$ cat config.mk
export PLATFORM = sky130hd
export DESIGN_NAME = ierl78pucap7
export DESIGN_NICKNAME = d
export VERILOG_FILES = /design/src/rtl/ierl78pucap7.sv
export SDC_FILE = /design/constraint.sdc
export NUM_CORES = 1
export LEC_CHECK = 0
export CAP_MARGIN = 20
export CORE_ASPECT_RATIO = 1.2
export CORE_MARGIN = 1.5
export CORE_UTILIZATION = 40
export DETAILED_ROUTE_END_ITERATION = 8
export PLACE_DENSITY = 0.67
export RECOVER_POWER = 100
export SYNTH_ARGS = -nofsm -noshare
export SYNTH_HDL_FRONTEND = slang
export SYNTH_SLANG_ARGS = --single-unit
$ cat constraint.sdc
create_clock -name CLK60MHZ -period 15.1 [get_ports CLK60MHZ]
set_input_delay 1.51 -clock CLK60MHZ [delete_from_list [all_inputs] [get_ports CLK60MHZ]]
set_output_delay 1.51 -clock CLK60MHZ [all_outputs]
set_load 0.02 [all_outputs]
$ cat src/rtl/ierl78pucap7.sv
`timescale 1ns/1ps
// ---------------------------------------------------------------------------
// ierl78pucap7 : pull-up bus capture unit (IO-board side of the RL78 IECUBE
// 7-bank pull-up distribution bus).
//
// The time-multiplexed 30-bit PPUP bus and the seven PUPLE latch enables are
// synchronised, and each PUPLE rising edge latches PPUP into the bank it
// names. The block also checks bank ordering (0..6), illegal multi-hot
// enables and bus staleness. Any bank can be read back through BANKSEL.
//
// Parameters:
//   TMO_W     width of the stale watchdog counter (STALE after 2^TMO_W-1
//             cycles without a capture)
//
// Ports:
//   CLK60MHZ  in   system clock, posedge
//   CPURSOUT  in   asynchronous active-high reset
//   PPUP      in   30-bit pull-up data bus
//   PUPLE     in   7 latch enables, bit n = bank n
//   BANKSEL   in   readback bank select (0..6, 7 reads 0)
//   ERRCLR    in   clears SEQERR / MHERR (a same-cycle new error wins)
//   CHGCLR    in   clears CHG (only with change detection built)
//   RDATA     out  bank[BANKSEL], combinational
//   BANKVLD   out  bank n captured at least once since reset
//   FRMDONE   out  one-cycle pulse after a complete in-order frame 0..6
//   FRMCNT    out  count of FRMDONE pulses, wraps
//   SEQERR    out  sticky, bank captured out of order
//   MHERR     out  sticky, illegal multi-hot PUPLE
//   STALE     out  watchdog saturated
//   CHG       out  sticky, bank n value changed on recapture
//
// Build option: define IERL78PUCAP7_CHGDET_EN to build the bank change
// detector; otherwise CHG is tied low and CHGCLR is ignored.
// ---------------------------------------------------------------------------
module ierl78pucap7 #(
    parameter int TMO_W = 16
) (
    input  logic        CLK60MHZ,
    input  logic        CPURSOUT,
    input  logic [29:0] PPUP,
    input  logic [6:0]  PUPLE,
    input  logic [2:0]  BANKSEL,
    input  logic        ERRCLR,
    input  logic        CHGCLR,
    output logic [29:0] RDATA,
    output logic [6:0]  BANKVLD,
    output logic        FRMDONE,
    output logic [7:0]  FRMCNT,
    output logic        SEQERR,
    output logic        MHERR,
    output logic        STALE,
    output logic [6:0]  CHG
);

    localparam int NB = 7;
    localparam int DW = 30;

    // Synchroniser stages. Data and enables take the same number of stages
    // so the captured word is the one that travelled alongside the enable.
    logic [DW-1:0]   ppup_s1_q, ppup_s_q;
    logic [NB-1:0]   ple_s1_q, ple_s_q, ple_d_q;

    logic [DW-1:0]   bank_q [NB];
    logic [DW-1:0]   bank_d [NB];
    logic [NB-1:0]   bankvld_q, bankvld_d;
    logic [2:0]      exp_q, exp_d;
    logic            frame_ok_q, frame_ok_d;
    logic            frmdone_q, frmdone_d;
    logic [7:0]      frmcnt_q, frmcnt_d;
    logic            seqerr_q, seqerr_d;
    logic            mherr_q, mherr_d;
    logic [TMO_W-1:0] wdog_q, wdog_d;

    // Enable decode
    logic [NB-1:0]   rise;
    logic            onehot;
    logic            all_high;
    logic            capture;
    logic            mh_set;
    logic            seq_set;
    logic [2:0]      cap_idx;
    logic [2:0]      next_idx;

    always_comb begin
        rise     = ple_s_q & ~ple_d_q;
        onehot   = (ple_s_q != '0) && ((ple_s_q & (ple_s_q - 7'd1)) == '0);
        all_high = (ple_s_q == 7'h7F);
        // Only the edge of the single active enable triggers a capture, so a
        // held enable is latched exactly once.
        capture  = onehot && ((rise & ple_s_q) != '0);
        // All-high means the transmitter is in reset: not an error.
        mh_set   = !onehot && !all_high && (rise != '0);
        cap_idx  = 3'd0;
        for (int i = 0; i < NB; i++) begin
            if (ple_s_q[i]) begin
                cap_idx = 3'(i);
            end
        end
        next_idx = (cap_idx == 3'd6) ? 3'd0 : cap_idx + 3'd1;
    end

    // Bank storage, sequencer, frame counter, watchdog
    always_comb begin
        for (int i = 0; i < NB; i++) begin
            bank_d[i] = bank_q[i];
        end
        bankvld_d  = bankvld_q;
        exp_d      = exp_q;
        frame_ok_d = frame_ok_q;
        frmdone_d  = 1'b0;
        frmcnt_d   = frmcnt_q;
        seq_set    = 1'b0;

        if (capture) begin
            for (int i = 0; i < NB; i++) begin
                if (ple_s_q[i]) begin
                    bank_d[i]    = ppup_s_q;
                    bankvld_d[i] = 1'b1;
                end
            end
            exp_d = next_idx;
            if (cap_idx != exp_q) begin
                seq_set    = 1'b1;
                frame_ok_d = 1'b0;
            end
            // Bank 0 opens a new frame even after an ordering error.
            if (cap_idx == 3'd0) begin
                frame_ok_d = 1'b1;
            end
            if ((cap_idx == 3'd6) && (exp_q == 3'd6) && frame_ok_q) begin
                frmdone_d = 1'b1;
                frmcnt_d  = frmcnt_q + 8'd1;
            end
        end else if (all_high) begin
            exp_d      = 3'd0;
            frame_ok_d = 1'b0;
        end

        seqerr_d = (seqerr_q && !ERRCLR) || seq_set;
        mherr_d  = (mherr_q && !ERRCLR) || mh_set;

        if (capture) begin
            wdog_d = '0;
        end else if (wdog_q == '1) begin
            wdog_d = wdog_q;
        end else begin
            wdog_d = wdog_q + {{(TMO_W-1){1'b0}}, 1'b1};
        end
    end

    always_ff @(posedge CLK60MHZ or posedge CPURSOUT) begin
        if (CPURSOUT) begin
            ppup_s1_q  <= '0;
            ppup_s_q   <= '0;
            ple_s1_q   <= '0;
            ple_s_q    <= '0;
            ple_d_q    <= '0;
            for (int i = 0; i < NB; i++) begin
                bank_q[i] <= '0;
            end
            bankvld_q  <= '0;
            exp_q      <= '0;
            frame_ok_q <= 1'b0;
            frmdone_q  <= 1'b0;
            frmcnt_q   <= '0;
            seqerr_q   <= 1'b0;
            mherr_q    <= 1'b0;
            wdog_q     <= '0;
        end else begin
            ppup_s1_q  <= PPUP;
            ppup_s_q   <= ppup_s1_q;
            ple_s1_q   <= PUPLE;
            ple_s_q    <= ple_s1_q;
            ple_d_q    <= ple_s_q;
            for (int i = 0; i < NB; i++) begin
                bank_q[i] <= bank_d[i];
            end
            bankvld_q  <= bankvld_d;
            exp_q      <= exp_d;
            frame_ok_q <= frame_ok_d;
            frmdone_q  <= frmdone_d;
            frmcnt_q   <= frmcnt_d;
            seqerr_q   <= seqerr_d;
            mherr_q    <= mherr_d;
            wdog_q     <= wdog_d;
        end
    end

`ifdef IERL78PUCAP7_CHGDET_EN
    logic [NB-1:0] chg_q, chg_d;

    // Clear first, then set, so a change seen in the clear cycle survives.
    always_comb begin
        chg_d = chg_q & ~{NB{CHGCLR}};
        if (capture) begin
            for (int i = 0; i < NB; i++) begin
                if (ple_s_q[i] && bankvld_q[i] && (ppup_s_q != bank_q[i])) begin
                    chg_d[i] = 1'b1;
                end
            end
        end
    end

    always_ff @(posedge CLK60MHZ or posedge CPURSOUT) begin
        if (CPURSOUT) begin
            chg_q <= '0;
        end else begin
            chg_q <= chg_d;
        end
    end

    assign CHG = chg_q;
`else
    logic unused_chgclr;
    assign unused_chgclr = CHGCLR;
    assign CHG = '0;
`endif

    // Readback mux; select 7 has no bank behind it and reads 0.
    always_comb begin
        RDATA = '0;
        for (int i = 0; i < NB; i++) begin
            if (BANKSEL == 3'(i)) begin
                RDATA = bank_q[i];
            end
        end
    end

    assign BANKVLD = bankvld_q;
    assign FRMDONE = frmdone_q;
    assign FRMCNT  = frmcnt_q;
    assign SEQERR  = seqerr_q;
    assign MHERR   = mherr_q;
    assign STALE   = (wdog_q == '1);

endmodule

== Word level (Yosys, flattened, before mapping) ==
Index checks and enable logic that the tools add are counted.
Cells by class
  add/subtract/negate cells: 4
  eq/ne operators: 13
  muxes and demuxes: 26
  bitwise operators: 4
  reduce and logical (&&, ||, !) cells: 29
Operators by type and width (count)
  30-bit 2-to-1 mux: 7
  16-bit 2-to-1 mux: 2
  3-bit 2-to-1 mux: 8
  7-bit AND: 3
  7-bit nonzero test: 3
  2-bit AND reduction: 9
  16-bit by 1-bit adder with 16-bit output (second input constant): 1
  16-bit == test (second input constant): 1
  3-bit == test (second input constant): 5
  1-bit 2-to-1 mux: 9
  8-bit by 1-bit adder with 8-bit output (second input constant): 1
  1-bit logical AND: 8
  7-bit == test (second input constant): 1
  7-bit zero test: 1
  7-bit inverter: 1
  7-bit by 1-bit subtractor with 7-bit output (second input constant): 1
  3-bit by 2-bit == test with 1-bit output (second input constant): 2
  3-bit zero test: 2
  3-bit by 1-bit adder with 3-bit output (second input constant): 1
  3-bit by 1-bit == test with 1-bit output (second input constant): 1
  1-bit zero test: 3
  3-bit by 1-bit inequality test with 1-bit output (second input constant): 1
  3-bit inequality test: 1
  1-bit logical OR: 2
  other kinds (2): 2
Word-level totals
  register bits after elaboration: 329
  input port bits: 44
  output and inout bits: 56
  logic and storage cells: 102

== Depth between registers and ports, before layout ==
  depth after elaboration: 11
  mapped depth: 8
  gate-level depth less buffers: 6

== Worst setup path after synthesis ==
No wires, ideal clock.
  path kind: input -> output
  start: in BANKSEL[2]
  end: out RDATA[7]
  arrival time: 2945 ps
  required time: 13590 ps
  slack: 10645 ps
  stages: 5
  buffers on the path: 2
  path through: clkbuf_1 buf_1 mux2i_1 o21ai_0 a221o_1
Between the ends
  word-level cells in the longest chain between the ends: 8
  elaborated cells on any way between the ends: 14
  classes of those cells: 6 x eq/ne; 7 x mux; 1 x reduce/logical
Ends and longest elaborated chain
  start, declared: line 42  | input logic [2:0] BANKSEL,
  3-bit zero test: line 223  | if (BANKSEL == 3'(i)) begin
  30-bit 2-to-1 mux (6 in series): line 223
  30-bit 2-to-1 mux (*): line 223
  end, declared: line 45  | output logic [29:0] RDATA,
Mark *: on every way between the ends. The rest lies on a longest branch, timed or not.

== Worst setup path in the final report ==
  start: in BANKSEL[1]
  end: out RDATA[28]
Same word-level chain as after synthesis.

==> metrics.md <==
| Metric | Value |
|---|---|
| Fraction of layout cells with a size suffix above 1 | `8.85%` |
| Reg2Reg Capture Point | `bank_q[77]` |
| Worst slew margin | `-192%` |
| Die area | `~35,000 sq um` |
| Post-synth EDFFs | `0` |
| Ys Warns | `0` |
| Crit. Startpoint | `BANKSEL[1]` |
| Ys flop type | `dfrtp_1` |
| CP Depth | `8` |
| CP endpoint | `RDATA[28]` |
| Vias/cell | `5.21` |
| Dpl cells | `1,510` |
| Num rows | `74` |
| N_diodes | `0` |
| Die height | `206 um` |
| Origin of the critical flop-to-flop path | `ple_s_q[6]` |
| # resized after CTS | `0` |
| Core area | `34,000 sq um` |
| Outcome | `finished, violations left` |
| Layout area overhead | `15.9%` |
| DRC | `0` |
| Via count | `8,198` |
| Routed wire per std cell | `18.1 um` |
| Pwr Total | `roughly 0.0023 W` |
| Setup crit end kind | `primary output` |
| Clock slew at reported path FFs | `0.05 ns` |
| Htree depth | `2` |
| ANT nets after route | `0` |
| Avg Synthesized Cell Area | `roughly 14 sq um` |
| CTS Buffer Depth | `3` |
| Delay of the slowest critical-path stage | `2.76 ns` |
| Layout Nets | `between 1k and 1.5k` |
| Worst EP arrival | `7.72 ns` |
| CP max-delay cell | `clkbuf_1` |
| Total Neg Setup Slack | `0 ns` |
| Number of max-cap violations | `13` |
| Finished Layout Cells | `1,575` |
| Placed wire-length estimate | `15,800 um` |
| Clk_skew | `0.00985 ns` |
| Crit path kind | `primary input to primary output` |
| Pleak | `7.31 nW` |
| Pwr dens | `roughly 140 nW/um^2` |
| Final period util | `61.1%` |
| Slew Limit Fails | `628` |
| Violated checks | `capacitance limit, slew limit` |
| Hold Path Class | `flip-flop to flip-flop` |
| Port bufs | `between 90 and 100` |
| Post-synth ARST share | `100%` |
| Yosys reg bits | `329` |
| First-pass GRT wire length | `46,100 um` |
| GRT overflow | `0` |
| Tmin final | `9.23 ns` |
| Clock sinks | `329` |
| Yosys top cell by area | `dfrtp_1` |
| Setup violations, final | `0` |
| Post-synth cell types | `58` |
| Clock latency at the later pin of the worst-skew pair | `0.51 ns` |
| Number of DRC markers in iteration 0 | `393` |
| Req. time, crit path | `13.59 ns` |
| Post-CTS Setup Bufs | `0` |
| Most used cell along the critical path | `a31oi_1` |
| Slew @ Worst Pin | `4.36 ns` |
| Share of the synthesized area in the top cell type | `59.9%` |
| Final core occ | `46.9%` |
| Hold Fails Final Rpt | `0` |
| Worst-path cell chain | `buf_2 > clkbuf_1 > nor2b_1 > nand2_1 > a31oi_1 > a31oi_1 > o21ai_0 > clkdlybuf4s50_1` |
| Largest net degree at the start of global routing | `101` |
| Vias in the first global route | `8,280` |
| Die X-Extent | `approximately 170 um` |
| Number of top-level pins | `100` |
| CTS tree | `built` |
| Router iterations before antenna repair | `4` |
| Hold_buf cts | `0` |
| TritonCTS buffer count | `36` |
| Initial core utilization | `about two fifths` |
| R2R depth | `5` |
| Fmax | `between 100 and 150 MHz` |
| Synth Instances | `between 1k and 1.5k` |
| GR Util All Layers | `between 10% and 20%` |
| Initial antenna violation count | `0` |
| Post-route cell area | `between 15,000 and 20,000 sq um` |
| Hold path depth | `0` |
| Startpoint types | `primary input` |
| FF-to-FF setup slack | `10.67 ns` |
| Top cell family by delay on the critical path | `buffers and inverters` |
| RePlAce Congestion | `0.742` |
| Synth area leaders | `dfrtp_1 60%, mux2_1 15%, mux2i_1 4.2%, mux2_2 3.2%, nor2_1 1.9%` |
| CTS root buffer | `clkbuf_16` |
| CP Max Fanout | `65` |
| DP Area | `about 15,000 sq um` |
| Peak VDD IR | `around 79 uV` |
| RSZ-0062 raised after global routing | `false` |
| Bufs and invs on worst path | `3` |
| Drt total wl | `~29,000 um` |
| Post-Syn Area | `13,700 sq um` |
| Register area share after synthesis | `59.9%` |
-- power by group --
part           switching, W  internal (W)
Combinational      0.000158      0.000171
Clock              0.000338      0.000502
Sequential        0.0000862       0.00104
-- worst min path at each step --
| stage | slack (ns) | end | start |
|---|---|---|---|
| after CTS | 0.35 | ppup_s_q[25] | ppup_s1_q[25] |
| after floorplan | 0.33 | ple_s_q[0] | ple_s1_q[0] |
| after global placement | 0.33 | ple_s_q[1] | ple_s1_q[1] |
| after global routing | 0.35 | ppup_s_q[25] | ppup_s1_q[25] |
| after detailed placement | 0.33 | ppup_s_q[23] | ppup_s1_q[23] |
| final | 0.34 | ppup_s_q[25] | ppup_s1_q[25] |
-- registers in the layout, indices dropped and copies added, names as in the netlist --
signal,count
bank_q,210
ppup_s1_q,30
ppup_s_q,30
wdog_q,16
FRMCNT,8
BANKVLD,7
ple_d_q,7
ple_s1_q,7
ple_s_q,7
exp_q,3
FRMDONE,1
MHERR,1
SEQERR,1
frame_ok_q,1
-- cell type report --
class                      instances  area [sq um]
fill                            3082         18000
tap                              456           571
clock buffer                      57          1070
timing repair buffer             103           960
inverter                           9          35.0
clock inverter                     6          60.1
sequential                       329          8230
multi-input combinational        615          5000
-- cells in the mapped netlist, types with 3 or more instances --
| cell | number |
|---|---|
| a221o_1 | 22 |
| clkbuf_1 | 25 |
| buf_2 | 15 |
| buf_4 | 11 |
| nor2b_1 | 3 |
| nor4b_2 | 3 |
| and3_1 | 3 |
| nor3_1 | 8 |
| nand3_4 | 4 |
| and4_1 | 3 |
| nor2_1 | 69 |
| nor4b_1 | 5 |
| a21oi_1 | 34 |
| a31oi_1 | 3 |
| a221oi_1 | 8 |
| mux2_1 | 179 |
| dfrtp_1 | 329 |
| buf_6 | 12 |
| and2_1 | 4 |
| xnor2_1 | 12 |
| a22oi_1 | 7 |
| nand4_1 | 9 |
| mux2_2 | 39 |
| a21o_1 | 3 |
| nand2_1 | 36 |
| o21ai_0 | 39 |
| nand3_1 | 9 |
| mux2i_1 | 57 |
| xor2_1 | 11 |
| nand2b_1 | 8 |
| inv_1 | 7 |
-- cell families after synthesis --
| kind of cell | count (synthesis) | share of synthesized area [%] |
|---|---|---|
| muxes | 275 | 22.0 |
| buffers and inverters | 74 | 3.11 |
| DFF | 329 | 59.9 |
| and+or+nand+nor | 180 | 7.03 |
| xor gates and xnor gates | 23 | 1.47 |
| adders and majority gates | 2 | 0.182 |
| AOI/OAI and AO/OA | 128 | 6.29 |
| other | 1 | 0.0273 |
-- per-layer routing --
metal	track usage (%)	wire length, um	up-vias
li1	-	-	3770
met1	23.1	13200	4258
met2	27.3	13700	128
met3	2.97	1070	42
met4	4.78	562	0
met5	0	0	-
-- worst reg2reg max path, delay by kind of cell, from the launching register on --
family,cells,cell delay (ns)
multiplexers,1,0.94
XOR/XNOR,1,0.18
AO/OA/AOI/OAI,2,0.78
flip-flops,1,0.70
AND/OR/NAND/NOR,1,1.70
-- cells in the final DEF (no fill, tap or decap), drive strengths merged, types with 5 or more instances in the layout --
| cell type | synthesis | layout |
|---|---|---|
| dfrtp | 329 | 329 |
| mux2 | 218 | 218 |
| dlygate4sd3 | 0 | 84 |
| nor2 | 71 | 71 |
| clkbuf | 25 | 66 |
| mux2i | 57 | 57 |
| o21ai | 41 | 41 |
| nand2 | 36 | 36 |
| a21oi | 34 | 34 |
| a221o | 22 | 22 |
| nand3 | 13 | 13 |
| xnor2 | 12 | 12 |
| xor2 | 11 | 11 |
| nand4 | 9 | 9 |
| nor4b | 9 | 9 |
| nor3 | 8 | 8 |
| nand2b | 8 | 8 |
| a221oi | 8 | 8 |
| inv | 8 | 8 |
| a22oi | 7 | 7 |
| conb | 1 | 7 |
| and2 | 6 | 6 |
| clkdlybuf4s50 | 0 | 5 |
| buf | 40 | 5 |
-- metrics by stage --
step | hold WS, ns | setup WS [ns]
6_report | 0.343 | 5.87
3_5_place_dp | 0.335 | 8.74
2_1_floorplan | 0.331 | 4.48
3_3_place_gp | 0.331 | 8.79
5_1_grt | 0.349 | 5.33
4_1_cts | 0.345 | 8.75
Power figures use the tool's default switching activity.
